**src/rtl/xgriscv_mdu_pkg.sv**
```systemverilog
// Shared constants for the xgriscv M-extension unit: funct7/funct3 encodings,
// MDU state encodings and small funct3 decode helpers.
package xgriscv_mdu_pkg;

    localparam logic [6:0] FUNCT7_MULDIV = 7'b0000001;

    localparam logic [2:0] FUNCT3_MUL    = 3'b000;
    localparam logic [2:0] FUNCT3_MULH   = 3'b001;
    localparam logic [2:0] FUNCT3_MULHSU = 3'b010;
    localparam logic [2:0] FUNCT3_MULHU  = 3'b011;
    localparam logic [2:0] FUNCT3_DIV    = 3'b100;
    localparam logic [2:0] FUNCT3_DIVU   = 3'b101;
    localparam logic [2:0] FUNCT3_REM    = 3'b110;
    localparam logic [2:0] FUNCT3_REMU   = 3'b111;

    localparam logic [1:0] MDU_IDLE = 2'd0;
    localparam logic [1:0] MDU_MUL  = 2'd1;
    localparam logic [1:0] MDU_DIV  = 2'd2;
    localparam logic [1:0] MDU_DONE = 2'd3;

    function automatic logic is_muldiv(input logic [6:0] funct7);
        return funct7 == FUNCT7_MULDIV;
    endfunction

    function automatic logic f3_is_div(input logic [2:0] f3);
        return (f3 == FUNCT3_DIV) || (f3 == FUNCT3_DIVU) ||
               (f3 == FUNCT3_REM) || (f3 == FUNCT3_REMU);
    endfunction

    function automatic logic f3_is_rem(input logic [2:0] f3);
        return (f3 == FUNCT3_REM) || (f3 == FUNCT3_REMU);
    endfunction

    function automatic logic f3_div_signed(input logic [2:0] f3);
        return (f3 == FUNCT3_DIV) || (f3 == FUNCT3_REM);
    endfunction

    // rs1 is sign-extended for every multiply except MULHU
    function automatic logic f3_mul_a_signed(input logic [2:0] f3);
        return (f3 == FUNCT3_MUL) || (f3 == FUNCT3_MULH) || (f3 == FUNCT3_MULHSU);
    endfunction

    function automatic logic f3_mul_b_signed(input logic [2:0] f3);
        return f3 == FUNCT3_MULH;
    endfunction

endpackage

```
**src/rtl/xgriscv_mdu_div.sv**
```systemverilog
// Iterative restoring divider core for the xgriscv MDU: unsigned magnitudes,
// one quotient bit per cycle over 32 cycles. Built only when
// XGRISCV_MDU_DIV_EN is defined.
`ifdef XGRISCV_MDU_DIV_EN
module xgriscv_mdu_div
    import xgriscv_mdu_pkg::*;
(
    input  logic        clk,
    input  logic        reset,
    input  logic        start_i,
    input  logic        flush_i,
    input  logic [31:0] dividend_i,
    input  logic [31:0] divisor_i,
    output logic        div_last_o,
    output logic [31:0] quot_o,
    output logic [31:0] rem_o
);

    logic        busy_q;
    logic [5:0]  cnt_q;
    logic [31:0] rem_q, quot_q, dvs_q;
    logic [32:0] shifted, diff;
    logic        step_ok;
    logic [31:0] rem_step, quot_step;

    // One restoring step: shift in the next dividend bit, subtract if it fits
    always_comb begin
        shifted   = {rem_q, quot_q[31]};
        diff      = shifted - {1'b0, dvs_q};
        step_ok   = ~diff[32];
        rem_step  = step_ok ? diff[31:0] : shifted[31:0];
        quot_step = {quot_q[30:0], step_ok};
    end

    // Step outputs are the post-step values so the parent can register the
    // final result in the same cycle as the last step
    assign div_last_o = busy_q && (cnt_q == 6'd31);
    assign quot_o     = quot_step;
    assign rem_o      = rem_step;

    // Step counter and partial remainder/quotient registers
    always_ff @(posedge clk) begin
        if (reset || flush_i) begin
            busy_q <= 1'b0;
            cnt_q  <= 6'd0;
            rem_q  <= '0;
            quot_q <= '0;
            dvs_q  <= '0;
        end else if (start_i) begin
            busy_q <= 1'b1;
            cnt_q  <= 6'd0;
            rem_q  <= '0;
            quot_q <= dividend_i;
            dvs_q  <= divisor_i;
        end else if (busy_q) begin
            rem_q  <= rem_step;
            quot_q <= quot_step;
            if (cnt_q == 6'd31) begin
                busy_q <= 1'b0;
                cnt_q  <= 6'd0;
            end else begin
                cnt_q <= cnt_q + 6'd1;
            end
        end
    end

endmodule
`endif

```
**src/rtl/xgriscv_mdu.sv**
```systemverilog
// xgriscv RV32M multiply/divide unit (EX stage). Multiply takes 2 cycles,
// divide 33 via the iterative divider. Define XGRISCV_MDU_DIV_EN for the
// divider; without it divide ops complete in 1 cycle with result 0.
module xgriscv_mdu
    import xgriscv_mdu_pkg::*;
#(
    parameter int unsigned XLEN = 32
) (
    input  logic            clk,
    input  logic            reset,
    input  logic            valid,
    input  logic [2:0]      funct3,
    input  logic [XLEN-1:0] a,
    input  logic [XLEN-1:0] b,
    input  logic            flush,
    output logic            stall,
    output logic            done,
    output logic [XLEN-1:0] result
);

    logic [1:0]  state_q, state_d;
    logic [2:0]  funct3_q, funct3_d;
    logic [31:0] a_q, a_d, b_q, b_d;
    logic [31:0] result_q, result_d;
    logic [63:0] mul_a, mul_b, mul_prod;

`ifdef XGRISCV_MDU_DIV_EN
    logic        q_neg_q, q_neg_d, r_neg_q, r_neg_d;
    logic        div_start, div_last, div_sgn;
    logic [31:0] div_quot, div_rem, a_mag, b_mag;

    // Divider works on magnitudes; signs are reapplied on the last step
    assign div_sgn = f3_div_signed(funct3);
    assign a_mag   = (div_sgn && a[31]) ? -a : a;
    assign b_mag   = (div_sgn && b[31]) ? -b : b;

    xgriscv_mdu_div u_div (
        .clk        (clk),
        .reset      (reset),
        .start_i    (div_start),
        .flush_i    (flush),
        .dividend_i (a_mag),
        .divisor_i  (b_mag),
        .div_last_o (div_last),
        .quot_o     (div_quot),
        .rem_o      (div_rem)
    );

    // Result sign flags captured at accept
    always_ff @(posedge clk) begin
        if (reset) begin
            q_neg_q <= 1'b0;
            r_neg_q <= 1'b0;
        end else begin
            q_neg_q <= q_neg_d;
            r_neg_q <= r_neg_d;
        end
    end
`endif

    // 64-bit product of sign/zero-extended latched operands
    always_comb begin
        mul_a    = {{32{f3_mul_a_signed(funct3_q) & a_q[31]}}, a_q};
        mul_b    = {{32{f3_mul_b_signed(funct3_q) & b_q[31]}}, b_q};
        mul_prod = mul_a * mul_b;
    end

    // Sequencing FSM: accept, compute, one-cycle done, back to idle
    always_comb begin
        state_d  = state_q;
        funct3_d = funct3_q;
        a_d      = a_q;
        b_d      = b_q;
        result_d = result_q;
`ifdef XGRISCV_MDU_DIV_EN
        q_neg_d   = q_neg_q;
        r_neg_d   = r_neg_q;
        div_start = 1'b0;
`endif
        case (state_q)
            MDU_IDLE: begin
                if (valid && !flush) begin
                    funct3_d = funct3;
                    a_d      = a;
                    b_d      = b;
                    if (!f3_is_div(funct3)) begin
                        state_d = MDU_MUL;
                    end else begin
                        state_d = MDU_DONE;
`ifdef XGRISCV_MDU_DIV_EN
                        if (b == '0) begin
                            result_d = f3_is_rem(funct3) ? a : '1;
                        end else if (div_sgn && a == 32'h8000_0000 && b == '1) begin
                            result_d = f3_is_rem(funct3) ? '0 : 32'h8000_0000;
                        end else begin
                            state_d   = MDU_DIV;
                            div_start = 1'b1;
                            q_neg_d   = div_sgn & (a[31] ^ b[31]);
                            r_neg_d   = div_sgn & a[31];
                        end
`else
                        result_d = '0;
`endif
                    end
                end
            end
            MDU_MUL: begin
                result_d = (funct3_q == FUNCT3_MUL) ? mul_prod[31:0] : mul_prod[63:32];
                state_d  = MDU_DONE;
            end
            MDU_DIV: begin
`ifdef XGRISCV_MDU_DIV_EN
                if (div_last) begin
                    if (f3_is_rem(funct3_q)) begin
                        result_d = r_neg_q ? -div_rem : div_rem;
                    end else begin
                        result_d = q_neg_q ? -div_quot : div_quot;
                    end
                    state_d = MDU_DONE;
                end
`else
                state_d = MDU_IDLE;
`endif
            end
            MDU_DONE: state_d = MDU_IDLE;
            default:  state_d = MDU_IDLE;
        endcase
        // A killed op never updates the result
        if (flush) begin
            state_d  = MDU_IDLE;
            result_d = result_q;
        end
    end

    // State and datapath registers
    always_ff @(posedge clk) begin
        if (reset) begin
            state_q  <= MDU_IDLE;
            funct3_q <= '0;
            a_q      <= '0;
            b_q      <= '0;
            result_q <= '0;
        end else begin
            state_q  <= state_d;
            funct3_q <= funct3_d;
            a_q      <= a_d;
            b_q      <= b_d;
            result_q <= result_d;
        end
    end

    assign done   = (state_q == MDU_DONE);
    assign stall  = valid & ~done;
    assign result = result_q;

endmodule

```
**config.mk**
```make
export PLATFORM = sky130hd
export DESIGN_NAME = xgriscv_mdu
export DESIGN_NICKNAME = d
export VERILOG_FILES = /design/src/rtl/xgriscv_mdu_pkg.sv /design/src/rtl/xgriscv_mdu_div.sv /design/src/rtl/xgriscv_mdu.sv
export SDC_FILE = /design/constraint.sdc
export NUM_CORES = 2
export LEC_CHECK = 0
export ABC_AREA = 1
export BUFFER_PORTS_ARGS = -buffer_cell sky130_fd_sc_hd__buf_2
export CAP_MARGIN = 10
export CORE_MARGIN = 2
export CORE_UTILIZATION = 55
export DETAILED_ROUTE_END_ITERATION = 7
export GPL_TIMING_DRIVEN = 0
export PLACE_DENSITY = 0.71
export SETUP_SLACK_MARGIN = 0.3
export SYNTH_ARGS = -nofsm -noshare
export SYNTH_HDL_FRONTEND = slang
export SYNTH_SLANG_ARGS = --single-unit
```
**constraint.sdc**
```tcl
create_clock -name clk -period 14.95 [get_ports clk]
set_input_delay 2.99 -clock clk [delete_from_list [all_inputs] [get_ports clk]]
set_output_delay 2.99 -clock clk [all_outputs]
set_load 0.01 [all_outputs]
```
==> impl_metrics.py <==
metrics = {
    "cells_and_area": {
        "n_fill_cell": 7439,
        "nets": 7177,
        "final_common_cell": "inv_1",
        "drive_gt1_share_pct": 3.19,
        "most-common-layout-cells": "1,673 x inv_1, 1,468 x nand2_1, 1,124 x fa_1, 288 x clkbuf_1, 276 x nor2_1",
        "fin_area_um2": 46100,
        "areaGrowthSynthToFinish_pct": 4.91,
    },
    "floorplanning": {
        "row_count": 103,
        "die_h_um": 287,
        "fp.dieArea_um2": 82100,
        "coreArea_um2": 79000,
        "ios": 105,
        "die_w_um": 287,
        "initial_core_util_pct": 55.6,
    },
    "global_routing": {
        "grt_busiest_layer": "met2",
        "grt_util_met2_pct": 60.8,
        "grt_pass1_wl_mm": 238,
        "grt_pass1_vias": 38900,
        "antenna_found_initial": 8,
        "grtUsageMet3_pct": 12.1,
        "grt_use_met1_pct": 52.1,
        "grt.total_usage_pct": 40.0,
        "grt_overflow": 0,
        "grt_max_degree": 26,
    },
    "critical_path": {
        "cp_max_fo": 13,
        "crit_path_max_incr_delay_ps": 860,
        "cp-endpoint": "result[22]",
        "timing.rr.start": "a_q[31]",
        "r2r_cells": 32,
        "required_ps": 15260,
        "critPathKind": "register to register",
        "cp_slowest_cell": "fa_2",
        "startpoint": "a_q[31]",
        "critPathLaunchType": "register",
        "cp-end-kind": "register",
        "rr_endpoint": "result[22]",
        "arrival_ps": 10320,
        "regToRegSetupSlack_ps": 4940,
    },
    "drt": {
        "wl_mm": 157,
        "drtIter0Drc": 3769,
        "detail_route.wl_per_cell_um": 23.0,
        "drc": 0,
        "drt-pass1-iter-count": 8,
        "final_antenna_net_count": 0,
        "via_per_inst": 5.44,
        "vias": 37200,
    },
    "timing": {
        "finalHoldViolCount": 0,
        "fin_crit_sh_pct": 67.0,
        "fin_skew_ps": 25.1,
        "max-slew-margin-rel_pct": 18.1,
        "rsz0062_at_grt": "false",
        "setup_violations": 0,
        "maxClockFrequency_mhz": 99.9,
        "tightestPinTransition_ps": 1230,
        "maxSlewViolCount": 0,
        "tns_ps": 0,
        "fin_crit_ps": 10010,
    },
    "logic_synthesis": {
        "yosysSeqAreaShare_pct": 4.60,
        "yosysTopAreaCell": "fa_1",
        "postSynthAreaPerCell_um2": 7.77,
        "yosys_warnings": 0,
        "ys_ff_latch": 101,
        "synthTopCellsByArea": "fa_1 51%, inv_1 14%, nand2_1 13%",
        "yosysTopAreaCellShare_pct": 51.3,
        "synth_edf_count": 0,
        "syn_inst": 5655,
        "synth-async-reset-ratio_pct": 0,
        "synth.distinct_cells": 38,
        "synth_ff_type": "dfxtp_1",
        "netlist_area_um2": 43900,
        "syn_nets": 7063,
    },
    "pwr": {
        "pwr-share-clk_pct": 9.0,
        "seq_power_share_pct": 9.5,
        "power_density_nw_per_um2": 67.2,
        "peakVddDrop_uv": 86.9,
        "switching_share_pct": 60.8,
        "power_switching_mw": 1.88,
        "p_leak_nw": 25.1,
        "internal-power_mw": 1.21,
        "power_frac_comb_pct": 81.5,
    },
    "placement": {
        "portBuffers": 103,
        "gp_congestion": 1.05,
        "hpwl_mm": 137,
        "place_area_um2": 45800,
    },
    "cts": {
        "clockBufferDepth": 2,
        "root_buffer": "clkbuf_16",
        "clk_pin_slew_ps": 100,
        "clkSinkCount": 101,
        "cts_tree": "yes",
        "postCtsSetupBuffers": 0,
        "cts_resized": 0,
        "holdBufCountCts": 0,
        "cts-htree-levels": 3,
        "clk_latency_ps": 450,
        "cts_buffers": 9,
    },
    "run": {
        "cap_viol_max_count": 0,
    },
    "run_status": {
        "status": "complete, no violations",
    },
    "hold_path": {
        "min_path_type": "register to register",
    },
}
[routing by layer]
layer  wire length [µm]  part of all wire, %
met1              58500                   37
met2              68200                   43
met3              20200                   13
met4               9980                  6.4
met5                 21                0.013
[final cells by class]
class | instances | area [µm²] | share of cell area (%)
Multi-Input combinational cell | 3579 | 34500 | 74.8
Sequential cell | 101 | 2020 | 4.39
Clock buffer | 10 | 239 | 0.519
Clock inverter | 6 | 76.3 | 0.166
Inverter | 1679 | 6300 | 13.7
Antenna cell | 4 | 10.0 | 0.0217
Tap cell | 1050 | 1310 | 2.85
Buffer | 296 | 1120 | 2.43
Timing Repair Buffer | 103 | 515 | 1.12
[synth_stat cells, types with 2 or more instances]
master,count
inv_2,5
a31oi_1,2
nor2_4,2
o21bai_1,15
nand3_1,107
nand2_1,1468
nor3_2,5
nand3_2,7
o21a_1,4
or2_2,9
inv_1,1673
nor4_1,2
nor3_1,7
nor4_2,2
nand3b_1,2
fa_1,1125
ha_1,212
buf_2,6
nor2_1,276
buf_1,2
a21oi_1,135
nor2_2,11
dfxtp_1,101
nand2_2,14
nand4_1,21
xnor2_1,7
o21ai_0,134
o21ai_1,4
clkbuf_1,288
[critical path: cells and delay by family, from the launching register on]
family                     cells  cell delay [ps]
adders and majority gates      9             5220
buffers and inverters         10             2250
and+or+nand+nor               12             1960
DFF                            1              320
AOI/OAI and AO/OA              1               90
[how the worst min path moves through the flow]
stage	depth (start not counted)	slack (ps)	from	end
final	2	470	result[2]	result[2]
after global routing	2	490	result[25]	result[25]
after floorplan	2	490	result[0]	result[0]
after global placement	2	450	result[3]	result[3]
after detailed placement	2	460	result[19]	result[19]
after CTS	2	470	result[19]	result[19]
[power groups by stage]
stage | sequential, mW | clock (mW) | combinational [mW]
after floorplan | 0.300 | 0 | 1.46
after global placement | 0.299 | 0 | 2.41
after detailed placement | 0.300 | 0 | 2.43
after CTS | 0.294 | 0.280 | 2.46
after global routing | 0.296 | 0.287 | 2.72
final | 0.294 | 0.279 | 2.52
[logic make-up after synthesis]
family / count (synthesis) / share of synthesized area [%]
adder cells (fa/ha/maj): 1337 / 57.3
flip-flops: 101 / 4.60
buffers and inverters: 1975 / 16.9
AO/OA/AOI/OAI: 299 / 3.57
XOR/XNOR: 7 / 0.140
AND/OR/NAND/NOR: 1936 / 17.5
[registers in the layout (all words and copies together), names as in the netlist]
signal    count
b_q          32
funct3_q      3
a_q          32
state_q       2
result       32
[per-stage QoR]
stage | setup slack (ps) | power, mW | util (%) | hold WS [ps] | instances
2_1_floorplan | 7200 | 1.76 | - | 490 | 5655
3_3_place_gp | 4900 | 2.71 | 57.9 | 452 | 6808
3_5_place_dp | 5160 | 2.73 | 57.9 | 455 | 6808
4_1_cts | 5100 | 3.03 | 58.3 | 469 | 6824
5_1_grt | 4590 | 3.30 | 58.3 | 489 | 6826
6_report | 4940 | 3.09 | 58.3 | 467 | 6828
(Power assumes the default switching activity.)
